## config.mk

```make
export PLATFORM = sky130hd
export DESIGN_NAME = forwarding_stall_unit
export DESIGN_NICKNAME = d
export VERILOG_FILES = /design/src/rtl/forwarding_stall_unit.sv
export SDC_FILE = /design/constraint.sdc
export NUM_CORES = 1
export LEC_CHECK = 0
export CAP_MARGIN = 10
export CORE_UTILIZATION = 35
export CTS_CLUSTER_DIAMETER = 100
export DETAILED_ROUTE_END_ITERATION = 16
export MAX_ROUTING_LAYER = met4
export PLACE_DENSITY = 0.75
export SYNTH_ARGS = -nofsm -noshare
export SYNTH_HDL_FRONTEND = slang
export SYNTH_SLANG_ARGS = --single-unit
```

## constraint.sdc

```tcl
create_clock -name clk -period 1.6 [get_ports clk]
set_input_delay 0.16 -clock clk [delete_from_list [all_inputs] [get_ports clk]]
set_output_delay 0.16 -clock clk [all_outputs]
set_load 0.02 [all_outputs]
```

## src/rtl/forwarding_stall_unit.sv

```systemverilog
// forwarding_stall_unit
// Operand-bypass select and load-use stall generator for the ID stage.
// Compares every ID source against the destinations of NUM_FWD producer
// stages (stage 0 = EX, higher index = older). The youngest match wins.
// A load in EX that feeds an ID source freezes the front end for LOAD_LAT cycles.
// Optional feature: define HAZARD_PERF_CNT_EN to add a saturating 32-bit
// stall_cnt output that counts the cycles in which stall was high.
module forwarding_stall_unit #(
  parameter int REG_AW   = 5,
  parameter int NUM_SRC  = 2,
  parameter int NUM_FWD  = 3,
  parameter int LOAD_LAT = 1,
  localparam int SELW    = $clog2(NUM_FWD + 1)
) (
  input  logic                        clk,
  input  logic                        reset,
  input  logic                        id_valid,
  input  logic [NUM_SRC*REG_AW-1:0]   id_rs,
  input  logic [NUM_SRC-1:0]          id_rs_used,
  input  logic [NUM_FWD*REG_AW-1:0]   stg_rd,
  input  logic [NUM_FWD-1:0]          stg_wen,
  input  logic                        ex_is_load,
  input  logic                        flush,
  output logic [NUM_SRC*SELW-1:0]     fwd_sel,
  output logic                        stall
`ifdef HAZARD_PERF_CNT_EN
  ,
  output logic [31:0]                 stall_cnt
`endif
);

  localparam logic [2:0] CNT_INIT = 3'(LOAD_LAT - 1);

  typedef enum logic {
    IDLE,
    HOLD
  } state_t;

  state_t                     state;
  state_t                     state_next;
  logic [2:0]                 cnt;
  logic [2:0]                 cnt_next;
  logic [NUM_SRC*SELW-1:0]    sel_next;
  logic                       ex_match;
  logic                       load_use_hit;

  // Per-source bypass select; stages are scanned oldest to youngest so the youngest match overwrites
  always_comb begin
    sel_next = '0;
    ex_match = 1'b0;
    for (int i = 0; i < NUM_SRC; i++) begin
      for (int k = NUM_FWD - 1; k >= 0; k--) begin
        if (id_valid && id_rs_used[i] && stg_wen[k] &&
            (stg_rd[k*REG_AW +: REG_AW] != '0) &&
            (stg_rd[k*REG_AW +: REG_AW] == id_rs[i*REG_AW +: REG_AW])) begin
          sel_next[i*SELW +: SELW] = SELW'(k + 1);
          if (k == 0) begin
            ex_match = 1'b1;
          end
        end
      end
    end
  end

  assign load_use_hit = ex_match && ex_is_load;

  // Stall FSM state and remaining-hold counter
  always_ff @(posedge clk) begin
    if (!reset) begin
      state <= IDLE;
      cnt   <= '0;
    end else begin
      state <= state_next;
      cnt   <= cnt_next;
    end
  end

  // Next-state logic: the hit cycle is the first stall cycle, HOLD supplies the remaining LOAD_LAT-1
  always_comb begin
    state_next = state;
    cnt_next   = cnt;
    if (flush) begin
      state_next = IDLE;
      cnt_next   = '0;
    end else begin
      case (state)
        IDLE: begin
          if (load_use_hit && (LOAD_LAT > 1)) begin
            state_next = HOLD;
            cnt_next   = CNT_INIT;
          end
        end
        HOLD: begin
          cnt_next = cnt - 3'd1;
          if (cnt <= 3'd1) begin
            state_next = IDLE;
            cnt_next   = '0;
          end
        end
        default: begin
          state_next = IDLE;
          cnt_next   = '0;
        end
      endcase
    end
  end

  // Stall output: suppressed by reset and flush, otherwise the hit in IDLE or unconditional in HOLD
  always_comb begin
    stall = 1'b0;
    if (reset && !flush) begin
      case (state)
        IDLE:    stall = load_use_hit;
        HOLD:    stall = 1'b1;
        default: stall = 1'b0;
      endcase
    end
  end

  // Registered selects; a stalled or flushed cycle sends a bubble to EX, so nothing is bypassed
  always_ff @(posedge clk) begin
    if (!reset || flush || stall) begin
      fwd_sel <= '0;
    end else begin
      fwd_sel <= sel_next;
    end
  end

`ifdef HAZARD_PERF_CNT_EN
  // Saturating count of stalled cycles
  always_ff @(posedge clk) begin
    if (!reset) begin
      stall_cnt <= '0;
    end else if (stall && (stall_cnt != 32'hFFFF_FFFF)) begin
      stall_cnt <= stall_cnt + 32'd1;
    end
  end
`endif

endmodule

```

==> flow_metrics.env <==
export IMPL_drive_above_1_share_pct=38.8
export IMPL_grt_max_degree=6
export IMPL_cp_data_arrival_time_ns=1.55
export IMPL_finalCritPeriodShare_pct=107
export IMPL_rr_startpoint="cnt[1]"
export IMPL_layout_common_cells="27 x buf_4, 22 x xnor2_1, 12 x clkdlybuf4s50_1"
export IMPL_synth_fp_nets=129
export IMPL_core_um2=2000
export IMPL_grt_pass1_wl_um=4340
export IMPL_die_area_um2=2370
export IMPL_hold_depth=7
export IMPL_grt_antenna_before_repair=0
export IMPL_r2r_cells=6
export IMPL_hold_viol=0
export IMPL_setup_worst_path_class="primary input to output port"
export IMPL_cts_buffer_depth=2
export IMPL_portBuffers=39
export IMPL_drc_errors=0
export IMPL_start_util_pct=38.1
export IMPL_worst_setup_path_end_kind="output port"
export IMPL_vdd_drop_max_uv=254
export IMPL_ff2ff_setup_slack_ns=0.35
export IMPL_totalWireLength_um=2680
export IMPL_fin_nets=199
export IMPL_final_common_cell="buf_4"
export IMPL_period_needed_ns=1.71
export IMPL_vias_per_cell=5.29
export IMPL_yosysUniqueCellTypes=22
export IMPL_start_kind="primary input"
export IMPL_die_w_um=48.7
export IMPL_placed_area_um2=1370
export IMPL_clkSinkCount=8
export IMPL_worst_ep_required_time_ns=1.44
export IMPL_critical_path_cell_chain="buf_6 -> xnor2_1 -> nand4_1 -> or3b_4 -> a211oi_4 -> o21ba_2 -> buf_6"
export IMPL_slowest_stage="or3b_4"
export IMPL_fin_ws_ns=-0.109
export IMPL_clk_pin_slew_worst_paths_ns=0.05
export IMPL_root_buffer="clkbuf_4"
export IMPL_timing_fmax_ghz=0.585
export IMPL_cp_common_cell="buf_6"
export IMPL_place_gp_congestion=0.841
export IMPL_tightestPinTransition_ns=0.609
export IMPL_hold_start="id_rs[0]"
export IMPL_path_max_fanout=2
export IMPL_drt_pre_antenna_iters=4
export IMPL_setup_violations_final=1
export IMPL_rsz0062_at_grt="true"
export IMPL_syn_area_um2=762
export IMPL_grt_overflow=0
export IMPL_synth_warnings=0
export IMPL_hold_path_end="fwd_sel[1]"
export IMPL_final_max_slew_violation_count=0
export IMPL_htreeDepth=1
export IMPL_std_cell_rows=16
export IMPL_hold_buffers=0
export IMPL_violations="setup timing"
export IMPL_ant_nets=0
export IMPL_cts_tree="done"
export IMPL_dp_cells=183
export IMPL_hpwl_um=2130
export IMPL_stdcell_count=187
export IMPL_r2r_end="cnt[1]"
export IMPL_cts_buffers=3
export IMPL_slew_headroom_pct=58.8
export IMPL_hp_class="primary input to register"
export IMPL_ys_seq_area_share_pct=21.0
export IMPL_path_delay_family="simple AND/OR/NAND/NOR gates"
export IMPL_setup_tns_ns=-0.109
export IMPL_slowest_delay_ns=0.42
export IMPL_die_y_um=48.7
export IMPL_syn_area_per_cell_um2=8.28
export IMPL_power_uw=635
export IMPL_fin_skew_ns=0.00552
export IMPL_fin_area_um2=1490
export IMPL_power_density_nw_per_um2=427
export IMPL_synth_seq_cells=8
export IMPL_whs_ns=0.515
export IMPL_routedWlPerCell_um=14.3
export IMPL_drtIter0Drc=8
export IMPL_synthCells=92
export IMPL_clkLatencyLatePin_ns=0.26
export IMPL_area_growth_syn_to_layout_pct=95.2
export IMPL_maxCapViolCount=0
export IMPL_leakage_uw=0.000598
export IMPL_io_pins=40
export IMPL_grt_pass1_vias=1049
export IMPL_num_vias=990
export IMPL_status="finished with violations"
export IMPL_worst_path_buf_inv=2
export IMPL_grt_use_total_pct=25.2
export IMPL_diodes=0
-- sequential cells by signal (all words and copies together) (netlist names) --
name,cells
cnt,3
fwd_sel,4
state,1
-- timing repair --
item / CTS / global route
pin swaps: 19 / 1
gates resized for setup: 95 / 10
endpoints found under the setup margin: 5 / 5
setup buffers: 1 / 0
-- Yosys cell counts --
master,n,area (um2)
nor3_1,2,10.0
nor2_1,8,30.0
inv_1,4,15.0
xnor2_1,26,228
a2111oi_0,2,17.5
mux2_2,1,11.3
nand2b_1,2,12.5
dfxtp_1,8,160
ha_1,2,25.0
a21oi_1,3,15.0
nand2_1,3,11.3
or3b_2,2,17.5
nand4_1,6,37.5
o21ai_2,1,8.76
nor4b_1,2,17.5
or4_1,5,37.5
a211oi_1,1,7.51
o21ai_0,3,15.0
o21ba_1,1,10.0
xor2_1,4,35.0
nor4_1,5,31.3
a2bb2oi_1,1,8.76
-- how the worst max path moves through the flow --
stage               startpoint    end  slack [ns]  cells after the start
detailed placement   stg_rd[4]  stall       -1.11                      7
CTS                   id_rs[4]  stall       -0.08                      7
floorplan            stg_rd[0]  stall       0.004                      5
finish                id_rs[1]  stall       -0.11                      7
global route          id_rs[5]  stall       -0.19                      7
global placement     stg_rd[4]  stall       -1.05                      7
-- area by class of cell --
class	count	area, um2
multi-input combinational	80	671
timing repair buffer	65	586
fill	155	514
sequential	8	160
tap	27	33.8
clock buffer	3	22.5
inverter	4	15.0
-- layer usage --
metal	GRT usage (%)	part of all wire, %	up-vias
li1	-	-	473
met1	21.8	35	442
met3	3.77	5.2	17
met4	21.1	9.1	0
met5	-	0	-
met2	47.0	51	58
-- power breakdown --
part | switching, uW | total, uW | internal [uW]
clock | 69.1 | 155 | 85.8
sequential | 0.0619 | 200 | 200
combinational | 112 | 280 | 168
-- worst register-to-register path, delay by kind of cell, from the launching register on --
kind            cells  cell delay, ns
compound gates      2            0.49
flops               1            0.32
fa+ha+maj           1            0.17
simple gates        2            0.10
buf+inv             1            0.07
-- kinds of logic (layout without fill, tap and decap cells) --
family | count (synthesis) | count (layout) | share of synthesized area (%)
muxes | 1 | 1 | 1.48
and+or+nand+nor | 35 | 35 | 26.9
xor gates and xnor gates | 30 | 30 | 34.5
adders and majority gates | 2 | 2 | 3.28
DFF | 8 | 8 | 21.0
AOI/OAI and AO/OA | 12 | 12 | 10.8
buffers and inverters | 4 | 72 | 1.97
-- through the flow --
stage                     setup slack (ns)  utilization (%)
after global placement               -1.05             68.6
after CTS                          -0.0785             72.4
final                               -0.109             74.3
after floorplan                    0.00439                -
after detailed placement             -1.11             68.6
after global routing                -0.191             74.3
(Power assumes the default switching activity.)
==> patch 1: new RTL, same settings <==
The parameter `NUM_FWD` goes from 3 to 5.
--- a/src/rtl/forwarding_stall_unit.sv
+++ b/src/rtl/forwarding_stall_unit.sv
@@ -10,3 +10,3 @@
   parameter int NUM_SRC  = 2,
-  parameter int NUM_FWD  = 3,
+  parameter int NUM_FWD  = 5,
   parameter int LOAD_LAT = 1,
Ports: changed (resized fwd_sel, stg_rd and stg_wen); port bits go from 40 to 54. The function was not compared with the original's and may differ.
==> patch 1 against the unedited design <==
  * The run still ends with setup timing left
  * Setup slack improved by 99 ps
  * Sequential cell count up 2
  * Wire length up 64%
  * Register-to-register slack better by 90 ps
  * Power up 37%
  * Synthesized cell count is 64% higher
  * Final area up 46%
  * Via count is 50% higher
  * Synthesized area grew 58%
==> patch 1: results (changes against the unedited design) <==
The sequential element share of the synthesized area is 16.7% (was 21.0%), and the DRC marker count from the first detailed-route iteration is 41 (was 8). The fraction of the mapped netlist area in adder cells is 1.04% (was 3.28%). Ranking of synthesized cells by instance count: sky130_fd_sc_hd__xnor2_1, sky130_fd_sc_hd__xor2_1, sky130_fd_sc_hd__dfxtp_1, sky130_fd_sc_hd__nand4_1 (was sky130_fd_sc_hd__xnor2_1, sky130_fd_sc_hd__dfxtp_1, sky130_fd_sc_hd__nor2_1). For the setup skew after layout, the log shows 5.06 ps (was 5.52 ps). The net load switching power came out at 283 µW (was 181 µW).

The logs give 0.924 (was 0.841) for the global placement routability congestion and -19.2 ps (was -109 ps) for the sum of negative setup slack. The met2 track demand over resource is 46.6% (was 47.0%), and the met3 track demand over resource in global routing is 2.35% (was 3.77%). The flow ran to the end, but the final reports show violations. The first-pass GRT wire length is 6460 µm (was 4340 µm). Top area cells in the synthesized netlist: sky130_fd_sc_hd__xnor2_1, sky130_fd_sc_hd__dfxtp_1, sky130_fd_sc_hd__xor2_1 (was sky130_fd_sc_hd__xnor2_1, sky130_fd_sc_hd__dfxtp_1, sky130_fd_sc_hd__nand4_1). The power in combinational cells was 451 µW (was 280 µW). For the sum of net half-perimeters after detailed placement, the log shows 3540 µm (was 2130 µm).

Routed metal-1 wirelength: 1670 µm (was 933 µm). For the final cell count without fillers, the log shows 281 (was 187). Failing checks: setup timing (unchanged). The logs give 0 (was 1) for the number of buffers inserted to repair setup after CTS and 184 µV (was 254 µV) for the worst vdd rail ir drop. For the number of setup violations in the final report, the log shows 2 (was 1). For the post-layout worst setup margin, the log shows -9.67 ps (was -109 ps). Worst setup slack before clock tree synthesis: -905 ps (was -1110 ps).

The tools report the detailed-route wire length as 4390 µm (was 2680 µm). The worst slew slack as a fraction of its limit is 77.9% (was 58.8%), and the per-instance average area after synthesis is 7.95 µm² (was 8.28 µm²). The number of buffers added on ports came out at 53 (was 39). The arrival time at the worst endpoint came out at 1450 ps (was 1550 ps).

The run gives 24.9% (was 25.2%) as the total track usage. Instance area after placement: 2050 µm² (was 1370 µm²). Biggest regs: fwd_sel: 6 flops, cnt: 3 flops, state: 1 flops (was fwd_sel: 4 flops, cnt: 3 flops, state: 1 flops). The tools report the sequential power as 250 µW (was 200 µW). The share of the synthesized area in compound gates (AO/OA/AOI/OAI) works out to 13.2% (was 10.8%). Met1 track demand over resource: 24.6% (was 21.8%). The relative contribution of sequential cells to total power came out at 28.6% (was 31.5%).

The tools report the count of different cell masters after synthesis as 36 (was 22). Slowest stage cell on the critical path: sky130_fd_sc_hd__or4_4 (was sky130_fd_sc_hd__or3b_4). The final layout net count came out at 287 (was 199). The largest stage delay on the critical path is 540 ps (was 420 ps), and the routed length on met2 is 2320 µm (was 1370 µm). The routed length on met3 is 203 µm (was 139 µm), and the share of synthesized area spent on multiplexers is 0% (was 1.48%).
==> patch 1: changes by cell type after synthesis, sizes merged, moves of 5 or more <==
cell,change
nand2,+5
xor2,+9
xnor2,+11
or4,+5
clkbuf,+6
==> patch 1: final cells by class <==
type | instances | area [µm²]
fill | 265 | 978
tap | 44 | 55.1
inverter | 3 | 11.3
sequential | 10 | 200
clock buffer | 3 | 22.5
multi-input combinational | 128 | 1090
timing repair buffer | 93 | 798
==> patch 1: what timing repair did <==
action | CTS | global route
endpoints found under the setup margin | 7 | 6
gates resized for setup | 50 | 43
pin swaps | 11 | 19
==> patch 1: path summary, 6_finish.rpt <==
check	startpoint	endpoint	slack, ps	depth (start not counted)
max	stg_rd[1]	stall	-10	7
min	stg_rd[8]	fwd_sel[4]$_SDFF_PP0_	480	5
max reg2reg	state$_SDFF_PP0_	fwd_sel[5]$_SDFF_PP0_	440	4
min reg2reg	cnt[2]$_SDFFE_PP0P_	cnt[2]$_SDFFE_PP0P_	490	2
==> patch 2: new RTL, same settings <==
Without the edit above. Build with the macro `HAZARD_PERF_CNT_EN` defined.
--- a/src/rtl/forwarding_stall_unit.sv
+++ b/src/rtl/forwarding_stall_unit.sv
@@ -7,2 +7,4 @@
 // stall_cnt output that counts the cycles in which stall was high.
+`define HAZARD_PERF_CNT_EN
+
 module forwarding_stall_unit #(
Behaviour (old outputs only; new: stall_cnt): unchanged (Yosys induction, for registers that start in step).
==> patch 2 against the unedited design <==
  * First-iteration DRC count grew to 27 times the old value
  * Die area increased to 3.0 times the old value
  * Synthesized area grew to 3.1 times the old value
  * Final area increased to 3.0 times the old value
  * Critical path type is now reg2reg
  * Synthesized cell count grew to 3.1 times the old value
  * Setup slack worse by 470 ps
  * Sequential cell count rose by 32
  * Power grew to 3.2 times the old value
  * Wire length grew to 3.9 times the old value
  * Critical path depth grew 4
  * The flow finishes with violations (DRC, setup timing)
==> patch 2: results (changes against the unedited design) <==
For the leakage power, the log shows 0.00195 µW (was 0.000598 µW). The number of setup violations in the final report was 33 (was 1); the first-pass GRT wire length was 13900 µm (was 4340 µm). The H-tree level count was 2 (was 1).

The clock transition at the register clock pins on the worst setup and hold paths after CTS came out at 80 ps (was 50 ps). The worst vdd rail ir drop is 343 µV (was 254 µV), and the worst slew slack as a fraction of its limit is 62.2% (was 58.8%). Ranking of synthesized cells by instance count: sky130_fd_sc_hd__dfxtp_1, sky130_fd_sc_hd__nand2_1, sky130_fd_sc_hd__xnor2_1 (was sky130_fd_sc_hd__xnor2_1, sky130_fd_sc_hd__dfxtp_1, sky130_fd_sc_hd__nor2_1). The sequential element share of the synthesized area was 34.2% (was 21.0%). The global placement routability congestion is 0.899 (was 0.841), and the post-layout worst setup margin is -583 ps (was -109 ps). For the first-pass iteration count of the detailed router, the log shows 11 (was 4).

The layout cell share with drive strength beyond 1 came out at 43.3% (was 38.8%). The sum of net half-perimeters after detailed placement is 5880 µm (was 2130 µm), and the clock tree buffer depth is 2 (unchanged). The number of design rule violations left after detail routing came out at 4 (was 0). Biggest regs: stall_cnt: 32 flops, fwd_sel: 4 flops, cnt: 3 flops (was fwd_sel: 4 flops, cnt: 3 flops, state: 1 flops).

The maximum fanout count along the critical path came out at 7 (was 2). The worst setup slack before clock tree synthesis is -961 ps (was -1110 ps), and the number of instances on the worst hold path is 5 (was 7). Top area cells in the synthesized netlist: sky130_fd_sc_hd__dfxtp_1, sky130_fd_sc_hd__xnor2_1, sky130_fd_sc_hd__nand2_1 (was sky130_fd_sc_hd__xnor2_1, sky130_fd_sc_hd__dfxtp_1, sky130_fd_sc_hd__nand4_1).

The final layout net count was 501 (was 199); the sum of negative setup slack was -12210 ps (was -109 ps). Count of different cell masters after synthesis: 40 (was 22). For the net load switching power, the log shows 528 µW (was 181 µW). The number of vias per cell works out to 5.75 (was 5.29). The run gives 430 (was 155) as the final-layout fill cell count. The flow ran to the end, but the final reports show violations. The maximum number of pins on one net before global-route repair was 21 (was 6). The setup skew after layout is 11.5 ps (was 5.52 ps), and the number of buffers added on ports is 71 (was 39).

Failing checks: DRC, setup timing (was setup timing). The number of buffers created by CTS came out at 5 (was 3).
## patch 2: power by group through the flow
stage	registers [µW]	clock network [µW]	logic (µW)
finish	986	678	340
global route	986	719	358
CTS	986	673	315
detailed placement	1010	0	296
global placement	1010	0	290
floorplan	1010	0	108
## patch 2: stage by stage
step	utilization, %	area, µm²	std cells
after global placement	59.9	3850	514
after detailed placement	59.9	3850	514
after floorplan	-	2440	287
after global routing	70.0	4500	541
after CTS	66.4	4270	535
final	70.0	4500	541
## patch 2: cell type report
type	instances	area share, %
Clock buffer	6	1.61
Clock inverter	2	0.250
Inverter	5	0.417
Multi-Input combinational cell	235	41.6
Sequential cell	40	18.4
Tap cell	77	2.14
Timing Repair Buffer	176	35.5
## patch 2: repair_timing
action | in CTS | in global routing
pin swaps | 37 | 31
endpoints found under the setup margin | 37 | 38
gates resized for setup | 142 | 52
setup buffers | 15 | 6
gates cloned | 0 | 0
## patch 2: cell families after synthesis
logic type                 Yosys count  synth area share, %
DFF                                 40                 34.2
and+or+nand+nor                    141                 32.4
buffers and inverters               12                 2.29
AOI/OAI and AO/OA                   46                 12.3
adders and majority gates            3                 1.60
xor gates and xnor gates            36                 13.4
muxes                                9                 3.84
## patch 2: metal layers
layer  track usage [%]  part of all wire (%)  vias to the layer above
met2              42.8                    49                      201
met3              3.66                   5.6                       58
li1                  -                     -                     1388
met5                 -                     0                        -
met4              8.78                   4.9                        0
met1              31.4                    41                     1466
## patch 2: final timing paths
check	from	to	slack, ps
worst min register to register	cnt[2]$_SDFFE_PP0P_	cnt[2]$_SDFFE_PP0P_	510
worst max register to register	stall_cnt[5]$_SDFFE_PN0P_	stall_cnt[23]$_SDFFE_PN0P_	-580
worst max-delay path	stall_cnt[5]$_SDFFE_PN0P_	stall_cnt[23]$_SDFFE_PN0P_	-580
worst min-delay path	id_rs[5]	fwd_sel[3]$_SDFF_PP0_	460
## patch 2: critical path, stage by stage, from the launching register on
cell                      delay, ps
sky130_fd_sc_hd__dfxtp_4        360
sky130_fd_sc_hd__and4_4         230
sky130_fd_sc_hd__and4_4         220
sky130_fd_sc_hd__buf_4          100
sky130_fd_sc_hd__buf_4          120
sky130_fd_sc_hd__and3_2         270
sky130_fd_sc_hd__nand4_4        140
sky130_fd_sc_hd__buf_6          180
sky130_fd_sc_hd__buf_6          130
sky130_fd_sc_hd__buf_6          120
sky130_fd_sc_hd__o21ai_2        120
sky130_fd_sc_hd__a21oi_1         80
